==> src/rtl/sprite_pipe.sv <==
// -----------------------------------------------------------------------------
// sprite_pipe
//
// Pipelined tile-sprite pixel generator. For each pixel coordinate it picks a
// sprite code out of a packed row-of-slots word, drives the external sprite
// ROM address, extracts the pixel's palette index from the returned ROM row
// and resolves it through a writable 2^BPP-entry RGB888 palette.
//
// Latency is L = ROM_LATENCY + 2 register stages from the capture of a
// coordinate to the outputs: stage 1 drives rom_addr, ROM_LATENCY delay stages
// follow the ROM, and the final stage does pixel select and palette lookup.
// Throughput is one pixel per clock with no stalls.
//
// Optional feature macro: SPRITE_FLIP_EN
//   When defined, each slot code carries an extra MSB that mirrors the tile
//   horizontally (effective column = T-1-col).
//
// Ports
//   clk           pixel clock, all state on rising edge
//   rst           asynchronous active-high reset
//   x, y          12-bit pixel coordinate
//   in_valid      coordinate valid this cycle
//   slot_codes    SLOTS packed codes, slot k at [k*CODE_W +: CODE_W]
//   rom_addr      registered ROM address {sprite index, tile row}
//   rom_data      ROM row, T pixels of BPP bits, column 0 at the MSBs
//   pal_we        palette write strobe
//   pal_idx       palette entry to write
//   pal_data      RGB888 write data
//   out_valid     output pixel valid
//   tile_x/tile_y tile coordinates aligned with out_valid
//   sprite_on     palette index of the pixel is non-zero
//   sprite_color  palette colour of the pixel (0 when out_valid is 0)
// -----------------------------------------------------------------------------
module sprite_pipe #(
   parameter int TILE_LOG2   = 5,
   parameter int BPP         = 3,
   parameter int IDX_W       = 4,
   parameter int SLOTS       = 8,
   parameter int ROM_LATENCY = 1,
`ifdef SPRITE_FLIP_EN
   localparam int CODE_W     = IDX_W + 1,
`else
   localparam int CODE_W     = IDX_W,
`endif
   localparam int T          = 2 ** TILE_LOG2,
   localparam int TX_W       = 12 - TILE_LOG2,
   localparam int AW         = IDX_W + TILE_LOG2
) (
   input  logic                      clk,
   input  logic                      rst,
   input  logic [11:0]               x,
   input  logic [11:0]               y,
   input  logic                      in_valid,
   input  logic [SLOTS*CODE_W-1:0]   slot_codes,
   output logic [AW-1:0]             rom_addr,
   input  logic [T*BPP-1:0]          rom_data,
   input  logic                      pal_we,
   input  logic [BPP-1:0]            pal_idx,
   input  logic [23:0]               pal_data,
   output logic                      out_valid,
   output logic [TX_W-1:0]           tile_x,
   output logic [TX_W-1:0]           tile_y,
   output logic                      sprite_on,
   output logic [23:0]               sprite_color
);

   localparam int SLOT_W = (SLOTS > 1) ? $clog2(SLOTS) : 1;

   // Per-pixel side information that must travel alongside the ROM access.
   typedef struct packed {
      logic                 valid;
      logic [TX_W-1:0]      tile_x;
      logic [TX_W-1:0]      tile_y;
      logic [TILE_LOG2-1:0] col;
`ifdef SPRITE_FLIP_EN
      logic                 flip;
`endif
   } stage_t;

   logic [SLOT_W-1:0]    slot_c;
   logic [CODE_W-1:0]    code_c;
   stage_t               stage0_c;
   stage_t               pipe [ROM_LATENCY+1];
   stage_t               last_c;
   logic [TILE_LOG2-1:0] eff_col_c;
   logic [TILE_LOG2-1:0] sel_c;
   logic [BPP-1:0]       pix_c;
   logic [23:0]          palette [2**BPP];

   // ---------------------------------------------------------------- stage 0
   // NOTE: every always_comb output gets a value before any condition so the
   // block can never hold state and infer a latch.
   always_comb begin
      // Coordinates past SLOTS*T simply wrap around the slot row.
      slot_c          = SLOT_W'(32'(x[11:TILE_LOG2]) % SLOTS);
      code_c          = slot_codes[slot_c*CODE_W +: CODE_W];
      stage0_c        = '0;
      stage0_c.valid  = in_valid;
      stage0_c.tile_x = x[11:TILE_LOG2];
      stage0_c.tile_y = y[11:TILE_LOG2];
      stage0_c.col    = x[TILE_LOG2-1:0];
`ifdef SPRITE_FLIP_EN
      stage0_c.flip   = code_c[CODE_W-1];
`endif
   end

   // ------------------------------------------- stage 1 + ROM delay pipeline
   // pipe[0] is captured together with rom_addr; pipe[ROM_LATENCY] lines up
   // with the rom_data that answers that address.
   // NOTE: sequential state uses non-blocking assignments so every register
   // samples pre-edge values and the shift pipeline moves one stage per clock.
   always_ff @(posedge clk or posedge rst) begin
      if (rst) begin
         rom_addr <= '0;
         for (int i = 0; i <= ROM_LATENCY; i++) pipe[i] <= '0;
      end else begin
         rom_addr <= {code_c[IDX_W-1:0], y[TILE_LOG2-1:0]};
         pipe[0]  <= stage0_c;
         for (int i = 1; i <= ROM_LATENCY; i++) pipe[i] <= pipe[i-1];
      end
   end

   // --------------------------------------------------- pixel select (comb)
   always_comb begin
      last_c    = pipe[ROM_LATENCY];
      eff_col_c = last_c.col;
`ifdef SPRITE_FLIP_EN
      if (last_c.flip) eff_col_c = ~last_c.col;   // T-1-col
`endif
      // Column 0 sits at the MSBs, so column c lives in slice T-1-c, which is
      // the bitwise inverse of c at TILE_LOG2 bits. Kept as its own signal so
      // the inversion is not widened by the multiply below.
      sel_c = ~eff_col_c;
      pix_c = rom_data[sel_c*BPP +: BPP];
   end

   // ----------------------------------------- stage L: lookup and palette
   // NOTE: the palette is a small register file that must read as all-zero
   // after reset, so unlike a RAM it is cleared by the reset branch.
   // Because the lookup and the write are on the same edge, the lookup sees
   // the old entry (read-before-write) without any bypass logic.
   always_ff @(posedge clk or posedge rst) begin
      if (rst) begin
         out_valid    <= 1'b0;
         tile_x       <= '0;
         tile_y       <= '0;
         sprite_on    <= 1'b0;
         sprite_color <= '0;
         for (int i = 0; i < 2**BPP; i++) palette[i] <= '0;
      end else begin
         out_valid    <= last_c.valid;
         tile_x       <= last_c.tile_x;
         tile_y       <= last_c.tile_y;
         // Index 0 is still looked up; only sprite_on marks it transparent.
         sprite_on    <= last_c.valid && (pix_c != '0);
         sprite_color <= last_c.valid ? palette[pix_c] : 24'h000000;
         if (pal_we) palette[pal_idx] <= pal_data;
      end
   end

endmodule

==> config.mk <==
export PLATFORM = sky130hd
export DESIGN_NAME = sprite_pipe
export DESIGN_NICKNAME = d
export VERILOG_FILES = /design/src/rtl/sprite_pipe.sv
export SDC_FILE = /design/constraint.sdc
export NUM_CORES = 1
export LEC_CHECK = 0
export ABC_AREA = 1
export CAP_MARGIN = 40
export CORE_ASPECT_RATIO = 0.7
export CORE_MARGIN = 10
export CORE_UTILIZATION = 50
export DETAILED_ROUTE_END_ITERATION = 10
export MAX_ROUTING_LAYER = met4
export PLACE_DENSITY_LB_ADDON = 0.12
export SYNTH_ARGS = -nofsm -noshare
export SYNTH_HDL_FRONTEND = slang
export SYNTH_SLANG_ARGS = --single-unit
export TNS_END_PERCENT = 10
==> constraint.sdc <==
create_clock -name clk -period 19.4 [get_ports clk]
set_clock_uncertainty 0.15 [all_clocks]
set_input_delay 5.82 -clock clk [delete_from_list [all_inputs] [get_ports clk]]
set_output_delay 5.82 -clock clk [all_outputs]
set_load 0.1 [all_outputs]
==> summary.md <==
| Metric | Value |
|---|---|
| DIE AREA | `32,800 um2` |
| Status | `completed` |
| Critical path arrival | `8.98 ns` |
| Antenna Nets Post-Route | `0` |
| Largest net degree at the start of global routing | `approximately 150` |
| Synth warnings | `0` |
| Gr usage total | `23.7%` |
| Gr ovfl total | `0` |
| Cells along the critical path | `clkdlybuf4s50_1 > nand2_1 > nand3_1 > nand3_1 > nand2_1 > nand2_1 > nand3_4 > buf_4 > nand2_4 > buf_4 > o21ai_0 > nor2_1 > nor2_1 > nor2_1` |
| Cts bufs inserted | `27` |
| First-pass GRT wire length | `roughly 61,000 um` |
| Post-route setup TNS | `0 ns` |
| Slew margin rel. | `about two fifths` |
| Critical path's top delay family | `buffers and inverters` |
| Share of post-route cells with drive strength above 1 | `6.73%` |
| Peak supply drop | `0.0618 mV` |
| Syn avg cell area | `around 8 um2` |
| Antenna cells | `0` |
| Ports | `232` |
| Post-CTS setup buffer count | `0` |
| Sinks on Clock Net | `281` |
| Iter 0 DRT Violations | `1,194` |
| Post-synthesis sequential area ratio | `54.4%` |
| Gpl congestion | `around 0.82` |
| WS Path Type | `primary input to flop` |
| TritonCTS clock tree | `done` |
| Initial Util | `50.5%` |
| #FFs+latches synth | `281` |
| R2R setup slack | `15.34 ns` |
| RSZ-0062 raised after global routing | `false` |
| Bufs on Longest Clock Path | `3` |
| Setup violations, final | `0` |
| Req. time, crit path | `~20 ns` |
| Crit start category | `primary input` |
| Multi-input gate area | `4730 um2` |
| Initial antenna violation count | `0` |
| Pwr dens | `98.9 nW/um2` |
| Row count | `49` |
| Storage cell area | `7030 um2` |
| CP max-delay cell | `buf_4` |
| LEAKAGE | `around 0.0084 uW` |
| Fin area | `17,300 um2` |
| Placed wire-length estimate | `23,700 um` |
| Core area | `25,600 um2` |
| Critical Path Fanout Max | `73` |
| Net count after synthesis | `1,799` |
| Final hold vios | `0` |
| Vias in the first global route | `11,144` |
| Htree depth | `1` |
| Reg clk slew, reported paths | `0.07 ns` |
| Die Ht | `between 150 and 200 um` |
| DR vias | `11,278` |
| Netlist cell types | `25` |
| Drt total wl | `37,500 um` |
| Max_cap viols | `0` |
| Hold_buf cts | `0` |
| Dominant combinational cell family by area after synthesis | `simple AND/OR/NAND/NOR gates` |
| FMAX | `0.115 GHz` |
| Post-Synth Simple-Gate Area | `26.9%` |
| First-pass detailed-route iteration total | `5` |
| Multiplexer share of the synthesized area | `0%` |
| DR vias/cell | `5.15` |
| PortBufs | `around 230` |
| Cts repair resizes | `0` |
| Hold Crit Class | `flop to flop` |
| Adder-cell share of the synthesized area | `0%` |
| Max Slew Vio Count | `0` |
| Worst skew pair latency | `0.56 ns` |
| Post-DP Area | `about 16,000 um2` |
| Die extent in x | `212 um` |
| Cells after Synth | `1,616` |
| Nets | `2,023` |
| Tightest Pin Transition | `approximately 0.92 ns` |
| Area Overhead vs Synth | `33.7%` |
| Worst setup EP type | `flop` |
| Min Tclk post-route | `8.68 ns` |
| WP buf/inv | `3` |
| Max stage delay on crit path | `0.68 ns` |
| # DRC | `0` |
| Util after Layout | `67.5%` |
| Post-Synth XOR/XNOR Area | `0%` |
| Mapped Area | `around 13,000 um2` |
| Root Buffer Master | `clkbuf_16` |
| Fin crit share | `44.8%` |
| Fillers | `2,069` |
| Avg WL per Cell | `17.1 um` |
| Post-synthesis compound-gate area fraction | `9.56%` |
-- flip-flops by register name (all words and copies together) (netlist names), 5 cells and up --
name          flops
last_c           15
tile_x            7
palette         192
pipe             20
tile_y            7
sprite_color     24
eff_col_c         5
rom_addr          9
-- layer usage --
layer | GRT usage, % | part of all wire, % | routed length [um] | vias up
met5 | - | 0 | 0 | -
met4 | 3.35 | 1.2 | 437 | 0
met3 | 3.35 | 5.5 | 2060 | 40
met2 | 37.2 | 47 | 17500 | 323
met1 | 32.8 | 47 | 17600 | 5348
li1 | - | - | - | 5567
-- report_power, final --
group | internal, uW | switching (uW)
logic | 175 | 264
clock network | 322 | 226
registers | 677 | 44.9
total | 1170 | 535
-- cells in the mapped netlist --
cell      count  area, um2
or2_2         2       12.5
nand3_4       1       17.5
inv_2         3       11.3
buf_2        22        110
buf_4         8       60.1
o31ai_1       1       7.51
nor3_1        1       5.00
o21ai_1       5       25.0
or2_1         3       18.8
a31oi_1       4       25.0
inv_4         1       6.26
buf_6        10        113
nand3b_1     24        180
nand3_2       2       20.0
buf_1         8       30.0
clkbuf_1     56        210
inv_1       168        631
nor2_1      128        480
nand2_1     436       1640
nand2_4       1       11.3
nand3_1     219       1100
dfrtp_1     281       7030
o22ai_1       4       25.0
o21ai_4       1       16.3
o21ai_0     227       1140
-- layout make-up --
| cell class | count | area share, % |
|---|---|---|
| sequential | 281 | 40.7 |
| clock inverter | 9 | 0.949 |
| timing repair buffer | 299 | 20.4 |
| inverter | 172 | 3.80 |
| tap | 331 | 2.40 |
| multi-input combinational | 1059 | 27.4 |
| clock buffer | 38 | 4.33 |
-- placed cells by master, fill, tap and decap left out, drive strengths merged --
cell | synthesis | final
or2 | 5 | 5
clkbuf | 56 | 38
clkinv | 0 | 4
nor2 | 128 | 128
nor3 | 1 | 1
dfrtp | 281 | 281
inv | 172 | 173
nand2 | 437 | 437
o21ai | 233 | 233
buf | 48 | 68
bufinv | 0 | 4
a31oi | 4 | 4
clkdlybuf4s50 | 0 | 231
nand3b | 24 | 24
o31ai | 1 | 1
o22ai | 4 | 4
nand3 | 222 | 222
-- cells by family (layout without fill, tap and decap cells) --
family / Yosys count / after routing
AOI/OAI and AO/OA: 242 / 242
buffers and inverters: 276 / 518
and+or+nand+nor: 817 / 817
DFF: 281 / 281
-- worst paths after layout --
kind,start,to,cells after the start
max,rom_data[42],sprite_color[2]$_DFF_PP0_,14
min,last_c[14]$_DFF_PP0_,tile_x[2]$_DFF_PP0_,0
max reg2reg,eff_col_c[0]$_DFF_PP0_,sprite_color[2]$_DFF_PP0_,15
min reg2reg,last_c[14]$_DFF_PP0_,tile_x[2]$_DFF_PP0_,0
max in group asynchronous,rst,palette[153]$_DFFE_PP0P_,4
min in group asynchronous,rst,tile_y[1]$_DFF_PP0_,2
-- per-stage QoR --
stage | std cells | hold WS (ns) | worst slack (ns) | total power (uW)
floorplan | 1616 | 0.181 | 5.68 | 1000
global placement | 2086 | 0.182 | 10.25 | 1110
detailed placement | 2142 | 0.185 | 10.23 | 1170
CTS | 2189 | 0.199 | 10.78 | 1720
global route | 2189 | 0.205 | 10.47 | 1800
finish | 2189 | 0.193 | 10.72 | 1710
No activity file was read; power rests on OpenSTA's default activity.
